[config.mk]
export PLATFORM = sky130hd
export DESIGN_NAME = cpa_seq_resolve_flat
export DESIGN_NICKNAME = d
export VERILOG_FILES = /design/src/rtl/csa_pkg.sv /design/src/rtl/cpa_seq_resolve_if.sv /design/src/rtl/cpa_seq_resolve_seg_adder.sv /design/src/rtl/cpa_seq_resolve.sv /design/src/flat_wrapper.sv
export SDC_FILE = /design/constraint.sdc
export NUM_CORES = 1
export LEC_CHECK = 0
export CORE_MARGIN = 2
export CORE_UTILIZATION = 38
export CTS_CLUSTER_DIAMETER = 60
export DETAILED_ROUTE_END_ITERATION = 8
export PLACE_DENSITY = 0.64
export SKIP_CTS_REPAIR_TIMING = 1
export SYNTH_ARGS = -nofsm -noshare
export SYNTH_HDL_FRONTEND = slang
export SYNTH_HIERARCHICAL = 1
export SYNTH_SLANG_ARGS = --single-unit
[constraint.sdc]
create_clock -name clk -period 2.6 [get_ports clk]
set_clock_uncertainty 0.05 [all_clocks]
set_input_delay 0.26 -clock clk [delete_from_list [all_inputs] [get_ports clk]]
set_output_delay 0.26 -clock clk [all_outputs]
set_load 0.01 [all_outputs]
[src/rtl/csa_pkg.sv]
// Shared types and sizing helpers for the sequential carry-propagate resolver.
package csa_pkg;

   typedef enum logic [1:0] {
      ST_IDLE = 2'd0,
      ST_BUSY = 2'd1,
      ST_DONE = 2'd2
   } state_t;

   localparam int N_DEF   = 16;
   localparam int SEG_DEF = 4;
   localparam int NSEG    = N_DEF / SEG_DEF;

   // Segment counter width; never narrower than one bit so NSEG=1 still builds.
   function automatic int cnt_w(input int nseg);
      return (nseg > 1) ? $clog2(nseg) : 1;
   endfunction

   localparam int CNT_W = cnt_w(NSEG);

endpackage

[src/rtl/cpa_seq_resolve_if.sv]
// Operand-in / result-out handshake bundle for cpa_seq_resolve.
interface cpa_seq_resolve_if
   import csa_pkg::*;
   #(parameter int N = N_DEF) ();

   logic         in_valid;
   logic         in_ready;
   logic [N-1:0] num1;
   logic [N-1:0] num2;
   logic         out_valid;
   logic         out_ready;
   logic [N-1:0] sum;
   logic         cout;

   // Resolver side.
   modport slave (
      input  in_valid, num1, num2, out_ready,
      output in_ready, out_valid, sum, cout
   );

   // Producer/consumer side.
   modport master (
      output in_valid, num1, num2, out_ready,
      input  in_ready, out_valid, sum, cout
   );

endinterface

[src/rtl/cpa_seq_resolve_seg_adder.sv]
// Combinational SEG-bit adder with carry in and carry out.
module seg_adder #(
   parameter int SEG = 4
) (
   input  logic [SEG-1:0] a,
   input  logic [SEG-1:0] b,
   input  logic           cin,
   output logic [SEG-1:0] s,
   output logic           cout
);

   assign {cout, s} = {1'b0, a} + {1'b0, b} + {{SEG{1'b0}}, cin};

endmodule

[src/rtl/cpa_seq_resolve.sv]
// Sequential carry-propagate resolver: adds a carry-save pair SEG bits per
// cycle through a registered inter-segment carry.
//
//   state   | meaning
//   --------+-----------------------------------------------------
//   ST_IDLE | waiting for an operand pair, in_ready=1
//   ST_BUSY | resolving segment seg_cnt_q, one segment per cycle
//   ST_DONE | sum/cout valid and frozen until out_ready
module cpa_seq_resolve
   import csa_pkg::*;
   #(
   parameter int N   = N_DEF,
   parameter int SEG = SEG_DEF
) (
   input  logic             clk,
   input  logic             rst_n,
   cpa_seq_resolve_if.slave bus
);

   localparam int NSEG_L = N / SEG;
   localparam int CW     = cnt_w(NSEG_L);

   state_t          state_q, state_d;
   logic [CW-1:0]   seg_cnt_q;
   logic [N-1:0]    num1_q, num2_q;
   logic [N-1:0]    sum_q;
   logic            carry_q;
   logic            cout_q;

   logic [SEG-1:0]  seg_a, seg_b, seg_s;
   logic            seg_c;
   logic            last_seg;
   logic            in_ready_c, out_valid_c;

   // Select the current operand segment with constant slices only.
   always_comb begin
      seg_a = '0;
      seg_b = '0;
      for (int i = 0; i < NSEG_L; i++) begin
         if (seg_cnt_q == CW'(i)) begin
            seg_a = num1_q[i*SEG +: SEG];
            seg_b = num2_q[i*SEG +: SEG];
         end
      end
   end

   seg_adder #(.SEG(SEG)) u_seg_adder (
      .a    (seg_a),
      .b    (seg_b),
      .cin  (carry_q),
      .s    (seg_s),
      .cout (seg_c)
   );

   assign last_seg = (seg_cnt_q == CW'(NSEG_L - 1));

   // State register.
   always_ff @(posedge clk or negedge rst_n) begin
      if (!rst_n) state_q <= ST_IDLE;
      else        state_q <= state_d;
   end

   // Next-state and handshake decode; outputs depend on state_q only.
   always_comb begin
      state_d     = state_q;
      in_ready_c  = 1'b0;
      out_valid_c = 1'b0;
      case (state_q)
         ST_IDLE: begin
            in_ready_c = 1'b1;
            if (bus.in_valid) state_d = ST_BUSY;
         end
         ST_BUSY: begin
            if (last_seg) state_d = ST_DONE;
         end
         ST_DONE: begin
            out_valid_c = 1'b1;
            if (bus.out_ready) state_d = ST_IDLE;
         end
         default: state_d = ST_IDLE;
      endcase
   end

   // Operand capture, segment counter, carry chain and result assembly.
   always_ff @(posedge clk or negedge rst_n) begin
      if (!rst_n) begin
         num1_q    <= '0;
         num2_q    <= '0;
         seg_cnt_q <= '0;
         carry_q   <= 1'b0;
         sum_q     <= '0;
         cout_q    <= 1'b0;
      end else begin
         case (state_q)
            ST_IDLE: begin
               if (bus.in_valid) begin
                  num1_q    <= bus.num1;
                  num2_q    <= bus.num2;
                  carry_q   <= 1'b0;
                  seg_cnt_q <= '0;
               end
            end
            ST_BUSY: begin
               carry_q <= seg_c;
               for (int i = 0; i < NSEG_L; i++) begin
                  if (seg_cnt_q == CW'(i)) sum_q[i*SEG +: SEG] <= seg_s;
               end
               if (last_seg) begin
                  seg_cnt_q <= '0;
                  cout_q    <= seg_c;
               end else begin
                  seg_cnt_q <= seg_cnt_q + CW'(1);
               end
            end
            default: ;
         endcase
      end
   end

   assign bus.in_ready  = in_ready_c;
   assign bus.out_valid = out_valid_c;
   assign bus.sum       = sum_q;
   assign bus.cout      = cout_q;

endmodule

[src/flat_wrapper.sv]
// flat-port wrapper written by rule: the top's interface ports become plain ports
module cpa_seq_resolve_flat import csa_pkg::*;
#(
   parameter int N   = N_DEF,
   parameter int SEG = SEG_DEF
)
  (clk, rst_n, bus_in_valid, bus_num1, bus_num2, bus_out_ready, bus_in_ready, bus_out_valid, bus_sum, bus_cout);
  cpa_seq_resolve_if #(.N(N)) bus_i ();
  input  logic clk;
  input  logic rst_n;
  input wire logic [$bits(bus_i.in_valid)-1:0] bus_in_valid;
  input wire logic [$bits(bus_i.num1)-1:0] bus_num1;
  input wire logic [$bits(bus_i.num2)-1:0] bus_num2;
  input wire logic [$bits(bus_i.out_ready)-1:0] bus_out_ready;
  output wire logic [$bits(bus_i.in_ready)-1:0] bus_in_ready;
  output wire logic [$bits(bus_i.out_valid)-1:0] bus_out_valid;
  output wire logic [$bits(bus_i.sum)-1:0] bus_sum;
  output wire logic [$bits(bus_i.cout)-1:0] bus_cout;
  assign bus_i.in_valid = bus_in_valid;
  assign bus_i.num1 = bus_num1;
  assign bus_i.num2 = bus_num2;
  assign bus_i.out_ready = bus_out_ready;
  assign bus_in_ready = bus_i.in_ready;
  assign bus_out_valid = bus_i.out_valid;
  assign bus_sum = bus_i.sum;
  assign bus_cout = bus_i.cout;
  cpa_seq_resolve #(.N(N), .SEG(SEG)) u_core (.clk(clk), .rst_n(rst_n), .bus(bus_i));
endmodule
==> impl_metrics.csv <==
group,metric,value,unit
status,status,"finished, final reports clean",
critical_path,reg2reg_to,"u_core/bus.cout",
critical_path,crit_cells,10,
cts,cts_buffer_depth,2,
placement,io_buffers,54,
cts,clkSlewWorstSetupHoldPaths,100,ps
sta,finalHoldViolCount,0,
logic_synthesis,synth_common_cells,"dfrtp_1, mux2_4, mux2_2",
critical_path,cp_cell_sequence,"inv_2 -> ha_2 -> or3b_2 -> o21ai_0 -> a31oi_1 -> ha_1 -> nor2b_1 -> o21ai_0 -> nand2b_1 -> mux2_2",
cts,cts_tree,"yes",
routing,wl,5250,um
critical_path,reg2regPathDepth,10,
sta,rsz0062_at_grt,"yes",
routing,via_per_inst,4.74,
routing,wl_per_cell,15.2,um
worst_hold_path,hp-class,"in2async",
placement,routabilityCongestion,0.823,
critical_path,crit_top_cell,"o21ai_0",
layout,fin_nets,293,
cts,cts.sinks,54,
logic_synthesis,yosysWarnings,6,
global_route,antenna_found_initial,0,
floorplanning,core,6790,um2
logic_synthesis,synth_top_area_share,50.8,%
global_route,first_global_vias,1628,
routing,antenna_left,0,
critical_path,start_kind,"flip-flop",
logic_synthesis,synth_nets,226,
power,swShare,36.7,%
logic_synthesis,synth_edf_count,0,
logic_synthesis,netlist_area,2660,um2
floorplanning,die_x,87.7,um
power,p_int,3.43,mW
critical_path,critical-path-top-delay-family,"simple AND/OR/NAND/NOR gates",
floorplanning,start_util,39.2,%
layout,drive_gt1_share,41.4,%
sta,hold_ws,437,ps
sta,finalCritPeriodShare,99.0,%
critical_path,r2r_slack,30,ps
power,p_switching,1.99,mW
layout,antenna_cells,0,
global_route,grt_use_total,14.3,%
critical_path,critPathSlowestCell,"dfrtp_2",
logic_synthesis,synth_seq_cells,54,
critical_path,cp-endpoint,"u_core/bus.cout",
cts,insertion_delay,310,ps
logic_synthesis,synthCells,181,
power,combPwrFrac,60.0,%
critical_path,cp.required,2750,ps
floorplanning,die_h,87.7,um
sta,max_freq,389,MHz
critical_path,crit_path_end_kind,"flip-flop",
sta,slew_headroom,58.5,%
layout,final-seq-area,1350,um2
logic_synthesis,synth_ff_type,"dfrtp_1",
logic_synthesis,synth_top_area_cell,"dfrtp_1",
critical_path,critPathMaxFanout,4,
global_route,grt_max_degree,37,
sta,fin_setup_tns,0,ps
power,p_per_area,1520,nW/um2
placement,dpl_cell_area,3350,um2
critical_path,arrival,2730,ps
cts,numCtsBuffers,5,
cts,htreeDepth,2,
critical_path,crit_buf_inv,1,
logic_synthesis,yosysUniqueCellTypes,33,
sta,tightest_slew,623,ps
power,power.leakage,1.59,nW
critical_path,cpPeakStageDelay,460,ps
logic_synthesis,async_reset_ff_share,100,%
cts,root_buffer,"clkbuf_8",
logic_synthesis,avgSynthCellArea,14.7,um2
layout,stdcell_area,3570,um2
routing,vias,1635,
global_route,grt-ovfl-total,0,
layout,area_delta_synth_final,34.2,%
sta,finalSetupViolCount,0,
layout,multiInputGateArea,1280,um2
logic_synthesis,yosysMostFrequentCell,"dfrtp_1",
logic_synthesis,ys_seq_area_share,50.8,%
routing,drc_errors,0,
routing,first_pass_iters,4,
floorplanning,num_io_pins,55,
routing,drt-initial-drc-count,95,
critical_path,worstSetupStartpoint,"u_core/seg_cnt_q[0]",
global_route,grt_pass1_wl,8390,um
logic_synthesis,synth_area_leaders,"dfrtp_1, mux2_4, mux2_2",
layout,fillers,594,
sta,min_period,2570,ps
floorplanning,dieArea,7690,um2
placement,dp_hpwl,3830,um
power,ir_drop,625,uV
critical_path,critPathKind,"reg2reg",
power,pwr-share-clk,10.8,%
floorplanning,row_count,30,
critical_path,rr_startpoint,"u_core/seg_cnt_q[0]",
power,power.share.sequential,29.3,%
sta,drv_slew,0,
run,cap_violations,0,
flip-flops by register name, indices dropped and copies added (netlist names):
register and count:
u_core/num2_q 16, u_core/state_q 2, u_core/bus.cout 1, u_core/bus.sum 16
u_core/seg_cnt_q 2, u_core/num1_q 16, u_core/carry_q 1
area by class of cell:
type                       instances  area share (%)
timing repair buffer              68            18.8
clock inverter                     3            1.37
multi-input combinational        110            35.7
clock buffer                       5            1.93
sequential                        54            37.9
tap                               96            3.36
inverter                           9           0.945
cells in the final DEF, fill, tap and decap left out, types with 2 or more instances in the layout:
cell / instances
xnor2_2: 2
inv_2: 4
inv_1: 5
buf_12: 2
clkbuf_8: 5
ha_2: 2
o21ai_0: 3
ha_1: 4
mux2_2: 11
fa_2: 2
clkdlybuf4s50_1: 53
nand2_4: 3
dfrtp_1: 53
o31ai_1: 2
buf_4: 10
o22ai_2: 2
a21oi_2: 4
a21oi_1: 4
nand2_1: 4
mux2_4: 38
a22oi_1: 4
o22ai_1: 5
nor2b_4: 2
a22oi_2: 3
through the flow:
step | instances | utilization [%] | worst slack, ps | power [mW]
3_3_place_gp | 336 | 49.3 | -97.2 | 4.52
3_5_place_dp | 336 | 49.3 | -142 | 4.57
4_1_cts | 344 | 51.1 | -193 | 5.17
6_report | 345 | 52.6 | 26.0 | 5.42
2_1_floorplan | 181 | - | 39.3 | 3.67
5_1_grt | 345 | 52.6 | -50.0 | 5.81
logic make-up after synthesis:
kind of cell | share of synthesized area, %
mux | 26.1
simple gates | 5.31
buf+inv | 4.84
compound gates | 7.57
flops | 50.8
fa+ha+maj | 4.79
xor+xnor | 0.658
power groups by stage:
| stage | logic (mW) | registers, mW | clock network, mW |
|---|---|---|---|
| after floorplan | 2.12 | 1.55 | 0 |
| after global placement | 2.93 | 1.58 | 0 |
| after detailed placement | 2.99 | 1.59 | 0 |
| after CTS | 3.00 | 1.57 | 0.602 |
| after global routing | 3.53 | 1.64 | 0.636 |
| final | 3.25 | 1.59 | 0.583 |
per-layer routing:
layer	vias up	GRT usage, %	wire [um]
met3	5	3.20	216
met5	-	0	0
met2	47	21.4	2460
li1	776	-	-
met4	0	2.94	34
met1	807	21.4	2540
worst min path at each step:
stage          startpoint           endpoint
3_3_place_gp        rst_n   u_core/num2_q[6]
5_1_grt             rst_n  u_core/num2_q[12]
4_1_cts             rst_n  u_core/num2_q[12]
3_5_place_dp        rst_n  u_core/num2_q[13]
6_report            rst_n  u_core/num2_q[12]
2_1_floorplan       rst_n    u_core/bus.cout
Note: power is estimated with default switching activity, not from simulation.
